$ cat src/rtl/dmem_arbiter.sv
// Two-requester (core / host) arbiter for a single-ported data memory.
// Zero-latency combinational grants, lockable ownership, round-robin priority and a one-cycle read-return tag.
module dmem_arbiter #(
  parameter int ADDR_W = 32,
  parameter int DATA_W = 32
) (
  input  logic              clk_i,
  input  logic              reset_i,
  input  logic              c_req_i,
  input  logic              c_we_i,
  input  logic              c_lock_i,
  input  logic [ADDR_W-1:0] c_addr_i,
  input  logic [DATA_W-1:0] c_wdata_i,
  output logic              c_gnt_o,
  output logic              c_rvalid_o,
  output logic [DATA_W-1:0] c_rdata_o,
  input  logic              h_req_i,
  input  logic              h_we_i,
  input  logic              h_lock_i,
  input  logic [ADDR_W-1:0] h_addr_i,
  input  logic [DATA_W-1:0] h_wdata_i,
  output logic              h_gnt_o,
  output logic              h_rvalid_o,
  output logic [DATA_W-1:0] h_rdata_o,
  output logic              mem_en_o,
  output logic              mem_we_o,
  output logic [ADDR_W-1:0] mem_addr_o,
  output logic [DATA_W-1:0] mem_wdata_o,
  input  logic [DATA_W-1:0] mem_rdata_i,
  output logic              c_stall_o
);

  localparam logic [1:0] OWN_FREE = 2'd0;
  localparam logic [1:0] OWN_CORE = 2'd1;
  localparam logic [1:0] OWN_HOST = 2'd2;

  logic [1:0] r_owner;
  logic       r_prio;
  logic       r_tagValid;
  logic       r_tagSrc;
  logic       w_cGnt;
  logic       w_hGnt;

  // The unused owner encoding falls into the FREE branch so it can never wedge the bus.
  always_comb begin
    w_cGnt = 1'b0;
    w_hGnt = 1'b0;
    if (!reset_i) begin
      case (r_owner)
        OWN_CORE: w_cGnt = c_req_i;
        OWN_HOST: w_hGnt = h_req_i;
        default: begin
          if (c_req_i && h_req_i) begin
            w_cGnt = ~r_prio;
            w_hGnt = r_prio;
          end else begin
            w_cGnt = c_req_i;
            w_hGnt = h_req_i;
          end
        end
      endcase
    end
  end

  always_comb begin
    mem_we_o    = 1'b0;
    mem_addr_o  = '0;
    mem_wdata_o = '0;
    if (w_cGnt) begin
      mem_we_o    = c_we_i;
      mem_addr_o  = c_addr_i;
      mem_wdata_o = c_wdata_i;
    end else if (w_hGnt) begin
      mem_we_o    = h_we_i;
      mem_addr_o  = h_addr_i;
      mem_wdata_o = h_wdata_i;
    end
  end

  assign c_gnt_o   = w_cGnt;
  assign h_gnt_o   = w_hGnt;
  assign mem_en_o  = w_cGnt | w_hGnt;
  assign c_stall_o = c_req_i & ~w_cGnt;

  // Ownership is only taken through a real grant, so a lone lock_i never claims the bus.
  always_ff @(posedge clk_i or posedge reset_i) begin
    if (reset_i) begin
      r_owner    <= OWN_FREE;
      r_prio     <= 1'b0;
      r_tagValid <= 1'b0;
      r_tagSrc   <= 1'b0;
    end else begin
      case (r_owner)
        OWN_CORE: if (!c_lock_i) r_owner <= OWN_FREE;
        OWN_HOST: if (!h_lock_i) r_owner <= OWN_FREE;
        default: begin
          if (w_cGnt && c_lock_i)      r_owner <= OWN_CORE;
          else if (w_hGnt && h_lock_i) r_owner <= OWN_HOST;
          else                         r_owner <= OWN_FREE;
        end
      endcase
      if (w_cGnt)      r_prio <= 1'b1;
      else if (w_hGnt) r_prio <= 1'b0;
      r_tagValid <= mem_en_o & ~mem_we_o;
      r_tagSrc   <= w_hGnt;
    end
  end

  assign c_rvalid_o = r_tagValid & ~r_tagSrc;
  assign h_rvalid_o = r_tagValid & r_tagSrc;
  assign c_rdata_o  = c_rvalid_o ? mem_rdata_i : '0;
  assign h_rdata_o  = h_rvalid_o ? mem_rdata_i : '0;

endmodule

$ cat config.mk
export PLATFORM = sky130hd
export DESIGN_NAME = dmem_arbiter
export DESIGN_NICKNAME = d
export VERILOG_FILES = /design/src/rtl/dmem_arbiter.sv
export SDC_FILE = /design/constraint.sdc
export NUM_CORES = 1
export LEC_CHECK = 0
export ABC_CLOCK_PERIOD_IN_PS = 2400
export CAP_MARGIN = 20
export CORE_AREA = 2 2 116 118
export DETAILED_ROUTE_END_ITERATION = 6
export DIE_AREA = 0 0 118 120
export PLACE_DENSITY = 0.64
export SETUP_SLACK_MARGIN = 0.5
export SYNTH_ARGS = -nofsm -noshare
export SYNTH_HDL_FRONTEND = slang
export SYNTH_SLANG_ARGS = --single-unit
$ cat constraint.sdc
create_clock -name clk_i -period 2.4 [get_ports clk_i]
set_input_delay 0.6 -clock clk_i [delete_from_list [all_inputs] [get_ports clk_i]]
set_output_delay 0.6 -clock clk_i [all_outputs]
set_load 0.05 [all_outputs]
==> impl_metrics.csv, run 1 <==
group,metric,value,unit
logic_synthesis,synth_nets,501,
final_layout,fin_util,67.28,%
final_layout,final_common_cell,"buf_12",
floorplanning,initial_utilization,17.09,%
final_layout,nFillCells,919,
logic_synthesis,ys_warn_count,0,
place,post-place-ws,-439.2,ps
sta,maxSlewViolCount,0,
floorplanning,dieArea,0.01416,sq mm
final_layout,drive_gt1_share,52.06,%
logic_synthesis,synth_area_per_cell,6.702,sq um
critical_path,endpoint_kind,"primary output",
global_routing,grt_usage,22.12,%
critical_path,r2r_cells,9,
global_routing,grt_max_degree,41,
sta,tightest_slew,261.4,ps
critical_path,r2r-start,"r_owner[1]",
pwr,power,3.259,mW
sta,finClkSkew,0.9796,ps
critical_path,cp.required,1800,ps
worst_hold_path,worstHoldPathType,"in -> async",
global_routing,antenna_found_initial,10,
critical_path,critical_path_arrival,2050,ps
critical_path,r2r_setup_slack,610,ps
logic_synthesis,ys_ff_latch,5,
detailed_routing,vias,3903,
critical_path,cp-start-kind,"flip-flop",
sta,tns,-13520,ps
sta,setup_slack,-246.5,ps
clock_network,cts_root_buf,"clkbuf_16",
final_layout,area_growth,293.7,%
logic_synthesis,synth_area_leaders,"mux2i_1, nand4_1, inv_1",
logic_synthesis,synthCells,331,
critical_path,crit_type,"reg -> out",
place,portBuffers,302,
final_layout,num-nets-final,826,
floorplanning,die_w,118,um
detailed_routing,drt_iter0_drc,134,
final_layout,final_cell_mix,"buf_12, clkdlybuf4s50_1, inv_1, nand4_1, mux2i_4",
logic_synthesis,synth_area,0.002218,sq mm
logic_synthesis,yosysTopAreaCell,"mux2i_1",
place,hpwlAfterDp,12.68,mm
critical_path,critPathMaxFanout,7,
detailed_routing,drt-total-wl,17.10,mm
clock_network,clkSinkCount,5,
logic_synthesis,yosysSeqAreaShare,5.640,%
pwr,power.leakage,3.639,nW
sta,timing_hold_violations_final,0,
clock_network,clk_pin_slew,30,ps
floorplanning,io_pins,303,
sta,max_freq,377.9,MHz
detailed_routing,avgViaCountPerCell,4.658,
place,place.gp.congestion,0.8284,
logic_synthesis,yosysTopAreaCellShare,29.78,%
clock_network,hold_buffers,0,
critical_path,r2r-end,"r_prio",
status,status,"finished with violations",
floorplanning,core_area,0.01298,sq mm
run,max-cap-violations,0,
clock_network,cts_buffer_depth,2,
clock_network,cts_tree,"done",
logic_synthesis,yosysUniqueCellTypes,24,
clock_network,clock_latency,220,ps
clock_network,htreeDepth,1,
detailed_routing,routedWlPerCell,20.41,um
sta,fin_crit_sh,110.3,%
pwr,vdd_drop_max,233.4,uV
clock_network,cts_buffers,3,
sta,rsz0062_at_grt,"true",
sta,slew_headroom,82.58,%
detailed_routing,drcViolationCount,0,
sta,setup_violations,68,
detailed_routing,ant_nets,0,
global_routing,grt_remaining_overflow,0,
global_routing,grt_pass1_vias,4177,
sta,final.min_clock_period,2646,ps
floorplanning,die_h,120,um
detailed_routing,first_pass_iters,4,
pwr,pwr_density_cell,373.1,mW/mm^2
sta,hold_ws,370.5,ps
floorplanning,rows,42,
global_routing,grt_pass1_wl,24.18,mm
status,violations,"negative setup slack",
[sequential cells by signal (all words and copies together) (netlist names)]
register	cells
r_owner	2
r_prio	1
r_tagSrc	1
r_tagValid	1
[worst max path at each step]
stage / cells past startpoint / start / endpoint
after floorplan: 6 / r_owner[1] / mem_addr_o[22]
after global placement: 7 / reset_i / mem_addr_o[31]
after detailed placement: 8 / reset_i / mem_en_o
after CTS: 9 / r_owner[0] / mem_addr_o[3]
after global routing: 8 / r_owner[1] / mem_addr_o[3]
final: 8 / r_owner[1] / mem_addr_o[3]
[repair_timing]
item,4_1_cts,5_1_grt
endpoints found under the setup margin,135,136
pin swaps,16,18
resized for setup,132,20
gates cloned,9,4
buffers inserted,15,1
[critical path, stage by stage (launching register included)]
cell and delay, ps:
dfrtp_1 400, inv_1 60, ha_1 230, o2111ai_4 230
buf_12 160, buf_12 140, buf_12 160, mux2i_4 270
buf_12 160
[cell families (layout without fill, tap and decap cells)]
group	after synthesis	in the layout	synth area share [%]
DFF	5	5	5.640
adders and majority gates	2	2	1.128
and+or+nand+nor	144	144	40.27
buffers and inverters	109	433	21.49
AOI/OAI and AO/OA	5	5	1.692
other	0	7	0
muxes	66	66	29.78
[routing by layer]
layer	wire length [um]	up-vias	GRT usage (%)
li1	-	1808	-
met1	5806	1849	22.33
met4	425	0	5.497
met5	0	-	0
met3	1359	23	6.226
met2	9509	223	44.22
[through the flow]
step,instance area (sq um),cells
after floorplan,3114,331
after global placement,7871,798
after detailed placement,7871,798
after CTS,8587,826
after global routing,8726,835
final,8733,838
[report_power, final]
group | internal (mW) | total, mW | switching, mW | leakage (nW)
combinational | 1.50 | 2.88 | 1.38 | 3.53
sequential | 0.0950 | 0.108 | 0.0127 | 0.0656
clock | 0.220 | 0.270 | 0.0503 | 0.0382
total | 1.81 | 3.26 | 1.44 | 3.64
[cell usage after synthesis]
cell type,instances
buf_6,2
and2_1,34
nor2b_1,2
nand2_1,4
inv_2,1
mux2i_1,66
nand3_1,1
o31ai_1,1
or2_1,2
buf_4,10
a22o_1,1
dfrtp_1,5
o2111ai_1,1
a21o_1,1
nand3b_1,1
clkbuf_1,15
buf_1,1
o21ai_0,1
and3_1,33
nand4b_1,1
ha_1,2
inv_1,68
buf_2,12
nand4_1,66
[layout make-up]
class	instances	area, sq um	area share (%)
timing repair buffer	360	5280	60.46
multi-input combinational	217	2746	31.45
inverter	69	265.3	3.037
tap	176	220.2	2.521
sequential	5	125.1	1.433
clock buffer	4	78.83	0.9026
antenna	7	17.52	0.2006
No activity file was read; power rests on OpenSTA's default activity.
==> run 2, diff against run 1 <==
--- a/config.mk
+++ b/config.mk
@@ -6,7 +6,6 @@
 export NUM_CORES = 1
 export LEC_CHECK = 0
 export ABC_CLOCK_PERIOD_IN_PS = 2400
-export CAP_MARGIN = 20
 export CORE_AREA = 2 2 116 118
 export DETAILED_ROUTE_END_ITERATION = 6
 export DIE_AREA = 0 0 118 120
==> results of run 2 <==
Final layout, timing and power as in run 1 (identical DEF).
